### config.mk
export PLATFORM = sky130hd
export DESIGN_NAME = regfile_wr_arbiter_flat
export DESIGN_NICKNAME = d
export VERILOG_FILES = /design/src/rtl/regfile_wr_arbiter_if.sv /design/src/rtl/regfile_wr_arbiter.sv /design/src/flat_wrapper.sv
export SDC_FILE = /design/constraint.sdc
export NUM_CORES = 1
export LEC_CHECK = 0
export ABC_AREA = 1
export BUFFER_PORTS_ARGS = -buffer_cell sky130_fd_sc_hd__buf_2
export CAP_MARGIN = 25
export CORE_MARGIN = 1
export CORE_UTILIZATION = 55
export CTS_CLUSTER_DIAMETER = 40
export DETAILED_ROUTE_END_ITERATION = 8
export MAX_ROUTING_LAYER = met4
export PLACE_DENSITY = 0.88
export REMOVE_ABC_BUFFERS = 1
export SLEW_MARGIN = 20
export SYNTH_ARGS = -nofsm -noshare
export SYNTH_HDL_FRONTEND = slang
export SYNTH_SLANG_ARGS = --single-unit
### constraint.sdc
create_clock -name clk -period 8.7 [get_ports clk]
set_input_delay 1.74 -clock clk [delete_from_list [all_inputs] [get_ports clk]]
set_output_delay 1.74 -clock clk [all_outputs]
set_load 0.005 [all_outputs]
### src/rtl/regfile_wr_arbiter_if.sv
// Writeback bus between the two writeback sources, the arbiter and the regfile port.
// The master side is the upstream pipeline plus hazard unit; the slave side is the arbiter.
interface regfile_wr_arbiter_if #(
    parameter int WIDTH   = 32,
    parameter int REGBITS = 5
);
    logic               a_valid;
    logic               a_ready;
    logic [REGBITS-1:0] a_addr;
    logic [WIDTH-1:0]   a_data;
    logic               b_valid;
    logic               b_ready;
    logic [REGBITS-1:0] b_addr;
    logic [WIDTH-1:0]   b_data;
    logic               regwrite;
    logic [REGBITS-1:0] wa;
    logic [WIDTH-1:0]   wd;
    logic [REGBITS-1:0] ra1;
    logic [REGBITS-1:0] ra2;
    logic               hit1;
    logic               hit2;

    modport master (
        output a_valid, a_addr, a_data, b_valid, b_addr, b_data, ra1, ra2,
        input  a_ready, b_ready, regwrite, wa, wd, hit1, hit2
    );

    modport slave (
        input  a_valid, a_addr, a_data, b_valid, b_addr, b_data, ra1, ra2,
        output a_ready, b_ready, regwrite, wa, wd, hit1, hit2
    );
endinterface

### src/rtl/regfile_wr_arbiter.sv
// Round-robin arbiter sharing one regfile write port between ALU (A) and load (B) writeback,
// with a 1-entry slot per source and pending-write hit flags for the hazard unit.
module regfile_wr_arbiter #(
    parameter int WIDTH   = 32,
    parameter int REGBITS = 5
) (
    input  logic                 clk,
    input  logic                 reset,
    regfile_wr_arbiter_if.slave  bus
);
    localparam int NPORT = 2;
    localparam int NRD   = 2;

    typedef struct packed {
        logic [REGBITS-1:0] addr;
        logic [WIDTH-1:0]   data;
    } wr_req_t;

    wr_req_t [NPORT-1:0]            req;
    wr_req_t [NPORT-1:0]            slot;
    logic    [NPORT-1:0]            req_valid;
    logic    [NPORT-1:0]            slot_full;
    logic    [NPORT-1:0]            grant;
    logic    [NPORT-1:0]            ready;
    logic    [NPORT-1:0]            load;
    logic                           last_grant;  // 0 = A, 1 = B
    logic                           regwrite_q;
    logic    [REGBITS-1:0]          wa_q;
    logic    [WIDTH-1:0]            wd_q;
    logic    [NRD-1:0][REGBITS-1:0] ra;
    logic    [NRD-1:0]              hit;

    assign req_valid = {bus.b_valid, bus.a_valid};
    assign req[0]    = {bus.a_addr, bus.a_data};
    assign req[1]    = {bus.b_addr, bus.b_data};

    // On a tie the port that did not win last time goes; a lone full slot always goes.
    assign grant[0] = slot_full[0] && (!slot_full[1] || last_grant);
    assign grant[1] = slot_full[1] && (!slot_full[0] || !last_grant);

    genvar i;
    generate
        for (i = 0; i < NPORT; i++) begin : g_slot
            // A slot being drained this edge can take a new request at the same time.
            assign ready[i] = !slot_full[i] || grant[i];
            // Writes to r0 complete the handshake but are dropped here.
            assign load[i]  = req_valid[i] && ready[i] && (req[i].addr != '0);

            always_ff @(posedge clk or posedge reset) begin
                if (reset) begin
                    slot_full[i] <= 1'b0;
                    slot[i]      <= '0;
                end else if (load[i]) begin
                    slot_full[i] <= 1'b1;
                    slot[i]      <= req[i];
                end else if (grant[i]) begin
                    slot_full[i] <= 1'b0;
                end
            end
        end
    endgenerate

    always_ff @(posedge clk or posedge reset) begin
        if (reset) begin
            regwrite_q <= 1'b0;
            wa_q       <= '0;
            wd_q       <= '0;
            last_grant <= 1'b1;
        end else if (grant[0]) begin
            regwrite_q   <= 1'b1;
            {wa_q, wd_q} <= slot[0];
            last_grant   <= 1'b0;
        end else if (grant[1]) begin
            regwrite_q   <= 1'b1;
            {wa_q, wd_q} <= slot[1];
            last_grant   <= 1'b1;
        end else begin
            regwrite_q <= 1'b0;
        end
    end

    assign ra = {bus.ra2, bus.ra1};

    generate
        for (i = 0; i < NRD; i++) begin : g_hit
            assign hit[i] = (ra[i] != '0) &&
                            ((slot_full[0] && slot[0].addr == ra[i]) ||
                             (slot_full[1] && slot[1].addr == ra[i]) ||
                             (regwrite_q   && wa_q         == ra[i]));
        end
    endgenerate

    assign bus.a_ready  = ready[0];
    assign bus.b_ready  = ready[1];
    assign bus.regwrite = regwrite_q;
    assign bus.wa       = wa_q;
    assign bus.wd       = wd_q;
    assign bus.hit1     = hit[0];
    assign bus.hit2     = hit[1];
endmodule

### src/flat_wrapper.sv
// flat-port wrapper written by rule: the top's interface ports become plain ports
module regfile_wr_arbiter_flat 
#(
    parameter int WIDTH   = 32,
    parameter int REGBITS = 5
)
  (clk, reset, bus_a_valid, bus_a_addr, bus_a_data, bus_b_valid, bus_b_addr, bus_b_data, bus_ra1, bus_ra2, bus_a_ready, bus_b_ready, bus_regwrite, bus_wa, bus_wd, bus_hit1, bus_hit2);
  regfile_wr_arbiter_if #(.WIDTH(WIDTH), .REGBITS(REGBITS)) bus_i ();
  input  logic clk;
  input  logic reset;
  input wire logic [$bits(bus_i.a_valid)-1:0] bus_a_valid;
  input wire logic [$bits(bus_i.a_addr)-1:0] bus_a_addr;
  input wire logic [$bits(bus_i.a_data)-1:0] bus_a_data;
  input wire logic [$bits(bus_i.b_valid)-1:0] bus_b_valid;
  input wire logic [$bits(bus_i.b_addr)-1:0] bus_b_addr;
  input wire logic [$bits(bus_i.b_data)-1:0] bus_b_data;
  input wire logic [$bits(bus_i.ra1)-1:0] bus_ra1;
  input wire logic [$bits(bus_i.ra2)-1:0] bus_ra2;
  output wire logic [$bits(bus_i.a_ready)-1:0] bus_a_ready;
  output wire logic [$bits(bus_i.b_ready)-1:0] bus_b_ready;
  output wire logic [$bits(bus_i.regwrite)-1:0] bus_regwrite;
  output wire logic [$bits(bus_i.wa)-1:0] bus_wa;
  output wire logic [$bits(bus_i.wd)-1:0] bus_wd;
  output wire logic [$bits(bus_i.hit1)-1:0] bus_hit1;
  output wire logic [$bits(bus_i.hit2)-1:0] bus_hit2;
  assign bus_i.a_valid = bus_a_valid;
  assign bus_i.a_addr = bus_a_addr;
  assign bus_i.a_data = bus_a_data;
  assign bus_i.b_valid = bus_b_valid;
  assign bus_i.b_addr = bus_b_addr;
  assign bus_i.b_data = bus_b_data;
  assign bus_i.ra1 = bus_ra1;
  assign bus_i.ra2 = bus_ra2;
  assign bus_a_ready = bus_i.a_ready;
  assign bus_b_ready = bus_i.b_ready;
  assign bus_regwrite = bus_i.regwrite;
  assign bus_wa = bus_i.wa;
  assign bus_wd = bus_i.wd;
  assign bus_hit1 = bus_i.hit1;
  assign bus_hit2 = bus_i.hit2;
  regfile_wr_arbiter #(.WIDTH(WIDTH), .REGBITS(REGBITS)) u_core (.clk(clk), .reset(reset), .bus(bus_i));
endmodule
Word level (Yosys, flattened, before mapping):

Index checks and enable logic that the tools add are counted.

* equality and inequality tests: 6
* mux-type cells: 12
* reduce and logical (&&, ||, !) cells: 32

Operators with widths (count)
* two-way mux 32 bit: 2
* equality test 5 bit: 6
* nonzero test 5 bit: 4
* logical AND 1 bit: 14
* two-way mux 5 bit: 2
* logical OR 1 bit: 8
* two-way mux 1 bit: 8
* nonzero test 2 bit: 3
* zero test 1 bit: 3

* flip-flop bits (word level): 115
* bits of input ports: 88
* output and inout bits: 42
* word-level logic and storage cells: 60

Longest topological paths before layout:

* depth in word-level cells: 7
* mapped depth: 8

Worst setup path after synthesis:

OpenSTA, ideal clock, no wires.

* kind: input to output
* start point: input port bus_ra2[1]
* end point: output port bus_hit2
* arrival: 2.197 ns
* path slack: 4.763 ns
* stages on the path: 8
* path buffers: 0
* path through: inv_1 nand2_1 nand2_1 nor2_1 nand3_1 nand3_1 nand2_1 inv_1

* longest elaborated chain between the ends: 5

Ends and longest elaborated chain
* start, declared: line flat_wrapper.sv:18 `input wire logic [$bits(bus_i.ra2)-1:0] bus_ra2;`
* equality test 5 bit (on tied branches): line regfile_wr_arbiter.sv:87, regfile_wr_arbiter.sv:88
* logical AND 1 bit (on tied branches): line regfile_wr_arbiter.sv:87, regfile_wr_arbiter.sv:88
* logical OR 1 bit: line regfile_wr_arbiter.sv:87 `((slot_full[0] && slot[0].addr == ra[i]) ||`
* logical OR 1 bit: line regfile_wr_arbiter.sv:88 `(slot_full[1] && slot[1].addr == ra[i]) ||`
* logical AND 1 bit (*): line regfile_wr_arbiter.sv:86 `assign hit[i] = (ra[i] != '0) &&`
* end, declared: line flat_wrapper.sv:25 `output wire logic [$bits(bus_i.hit2)-1:0] bus_hit2;`

Mark *: on every way between the ends. The rest lies on a longest branch, timed or not.

Final worst setup path:

* start point: input port bus_ra1[3]
* end point: output port bus_hit1

* longest elaborated chain between the ends: 5

Ends and longest elaborated chain
* start, declared: line flat_wrapper.sv:17 `input wire logic [$bits(bus_i.ra1)-1:0] bus_ra1;`
* equality test 5 bit (on tied branches): line regfile_wr_arbiter.sv:87, regfile_wr_arbiter.sv:88
* logical AND 1 bit (on tied branches): line regfile_wr_arbiter.sv:87, regfile_wr_arbiter.sv:88
* logical OR 1 bit: line regfile_wr_arbiter.sv:87
* logical OR 1 bit: line regfile_wr_arbiter.sv:88
* logical AND 1 bit (*): line regfile_wr_arbiter.sv:86
* end, declared: line flat_wrapper.sv:24 `output wire logic [$bits(bus_i.hit1)-1:0] bus_hit1;`

Marks and branches as above.

==> impl_metrics.json <==
{
  "cts_buffer_depth": 2,
  "ys_async_sr_fraction_pct": 100,
  "synth_common_cells": "199 x nand2_1, 114 x dfrtp_1, 101 x inv_1",
  "drt_iter0_drc": 338,
  "detail-route-antenna-nets": 0,
  "holdPathEnd": "u_core.slot[60]",
  "clk_pin_slew_ns": 0.06,
  "place_hpwl_um": 8290,
  "fin_tns_setup_ns": 0,
  "finalClockSkew_ns": 0.0103,
  "grtUsageMet2_pct": 47.9,
  "post_cts_buffers": 0,
  "slowest_stage": "buf_2",
  "synth_most_common_cell": "nand2_1",
  "ios": 130,
  "arrival_ns": 2.64,
  "wl_per_cell_um": 14.0,
  "seq_power_share_pct": 39.9,
  "swShare_pct": 36.8,
  "p_int_mw": 1.35,
  "synth_edf_count": 0,
  "io_buffers": 129,
  "grt_pass1_vias": 4829,
  "min-delay-start": "u_core.slot[60]",
  "fin_cells": 943,
  "crit_chain": "buf_2, inv_1, nand2_1, nand2_1, nor2_1, nand3_1, nand3_1, nand2_1, inv_1, buf_2",
  "hold_depth": 2,
  "fin_crit_ns": 4.38,
  "first_pass_iters": 5,
  "mappedNetlistArea_mm2": 0.00535,
  "worstPathMaxFanout": 5,
  "tightest_slew_ns": 0.820,
  "rr_startpoint": "u_core.last_grant",
  "antenna_found_initial": 0,
  "drcViolationCount": 0,
  "dp.cells": 911,
  "crit_required_ns": 6.96,
  "gp_congestion": 0.800,
  "hp-class": "flip-flop to flip-flop",
  "cts_num_sinks": 115,
  "area_growth_pct": 21.9,
  "total_power_mw": 2.14,
  "drive_above_1_share_pct": 21.1,
  "dpl-instance-area_mm2": 0.00598,
  "maxSlewViolCount": 0,
  "crit_path_end_kind": "primary output",
  "synth.area.top_cells": "dfrtp_1 53%, nand2_1 14%, o21ai_0 8.7%",
  "synthCells": 679,
  "grt_max_degree": 75,
  "cts-buffers-inserted": 17,
  "ir_drop_uv": 164,
  "die_w_um": 101,
  "synth_cell_types": 21,
  "vias": 4834,
  "ff2ff_path_depth": 6,
  "fin_util_pct": 69.9,
  "ys_ff_latch": 115,
  "use_met1_pct": 35.8,
  "final_hold_viol_count": 0,
  "grtUsageTotal_pct": 28.9,
  "switchingPower_mw": 0.788,
  "yosysSeqAreaShare_pct": 53.8,
  "synth_ff_type": "dfrtp_1",
  "grt_pass1_wl_um": 22000,
  "combPwrFrac_pct": 30.7,
  "max_slew_margin_pct": 45.2,
  "leakage_nw": 3.57,
  "rsz0062_at_grt": "no",
  "rrSetupSlack_ns": 6.04,
  "top_usage_layer": "met2",
  "ctsHoldBuffers": 0,
  "rows": 35,
  "start_util_pct": 57.3,
  "cts_root_buffer": "clkbuf_8",
  "globalRouteMet3Util_pct": 6.17,
  "core_area_mm2": 0.00933,
  "chipHeight_um": 101,
  "setup_viol": 0,
  "clock_latency_ns": 0.50,
  "post_cts_resize_count": 0,
  "postRouteWirelength_um": 13200,
  "max_stage_delay_ns": 0.15,
  "num-nets-final": 889,
  "fin_crit_sh_pct": 50.3,
  "synth_top_cell_area_share_pct": 53.3,
  "post-synth-top-area-cell": "dfrtp_1",
  "cpMostUsedCell": "nand2_1",
  "power_density_mw_per_mm2": 328,
  "pwr-share-clk_pct": 29.4,
  "r2r_end": "u_core.bus.wd[1]",
  "grt_overflow": 0,
  "clock.fmax_mhz": 228,
  "routed_via_density": 5.13,
  "cts_max_level": 4,
  "antenna_cells": 0,
  "avgSynthCellArea_um2": 7.88,
  "cp-start-kind": "input port",
  "fin_area_mm2": 0.00652,
  "cts_tree": "yes",
  "dieArea_mm2": 0.0101,
  "crit_type": "input port to primary output",
  "yosysWarnings": 0,
  "drv_cap": 0,
  "outcome": "completed"
}
## how the worst max path moves through the flow
| stage | cells past startpoint | end | startpoint |
|---|---|---|---|
| 2_1_floorplan | 1 | u_core.bus.regwrite | reset |
| 3_3_place_gp | 10 | bus_hit1 | bus_ra1[3] |
| 3_5_place_dp | 10 | bus_hit1 | bus_ra1[3] |
| 4_1_cts | 10 | bus_hit1 | bus_ra1[3] |
| 5_1_grt | 10 | bus_hit1 | bus_ra1[3] |
| 6_report | 10 | bus_hit1 | bus_ra1[3] |
## per-layer routing
layer	vias up	wire length, µm
met5	-	0
met4	0	148
met3	21	856
met2	201	6620
met1	2257	5580
li1	2355	-
## cells by family (layout without fill, tap and decap cells)
family,Yosys count,in the layout,synth area share [%]
AO/OA/AOI/OAI,143,143,13.9
buffers and inverters,133,268,11.4
flip-flops,115,115,53.8
AND/OR/NAND/NOR,288,288,20.8
## layout by cell type, fill, tap and decap left out, drive strengths merged
cell type	instances
a21oi	26
buf	132
bufinv	1
clkbuf	20
clkinv	6
clkinvlp	5
dfrtp	114
dfstp	1
inv	104
nand2	201
nand3	18
nor2	65
nor3	4
o21ai	108
o22ai	3
o31ai	6
## metrics by stage
stage                     setup slack, ns  hold WS, ns
after floorplan                      3.92        0.448
after global placement               4.33        0.460
after detailed placement             4.34        0.468
after CTS                            4.34        0.482
after global routing                 4.23        0.490
final                                4.32        0.478
## sequential cells by signal, summed over array words and instances, names as in the netlist
signal	flops
u_core.last_grant	1
u_core.bus.wa	5
u_core.slot	74
u_core.bus.regwrite	1
u_core.slot_full	2
u_core.bus.wd	32
## power by group through the flow
stage	clock [mW]	combinational (mW)	sequential, mW
after CTS	0.637	0.662	0.852
after global placement	0	0.632	0.849
after detailed placement	0	0.655	0.853
after global routing	0.665	0.749	0.877
final	0.631	0.657	0.854
after floorplan	0	0.396	0.838
## final cells by class
class / instances / area [µm²]
Clock buffer: 20 / 435
Clock inverter: 12 / 109
Fill cell: 758 / 2810
Inverter: 104 / 398
Multi-Input combinational cell: 431 / 1870
Sequential cell: 115 / 2880
Tap cell: 129 / 161
Timing Repair Buffer: 132 / 668
## worst max-delay path, delay by kind of cell
| family | cells | cell delay, ns |
|---|---|---|
| simple gates | 6 | 0.51 |
| buf+inv | 4 | 0.39 |
No activity file was read; power rests on OpenSTA's default activity.
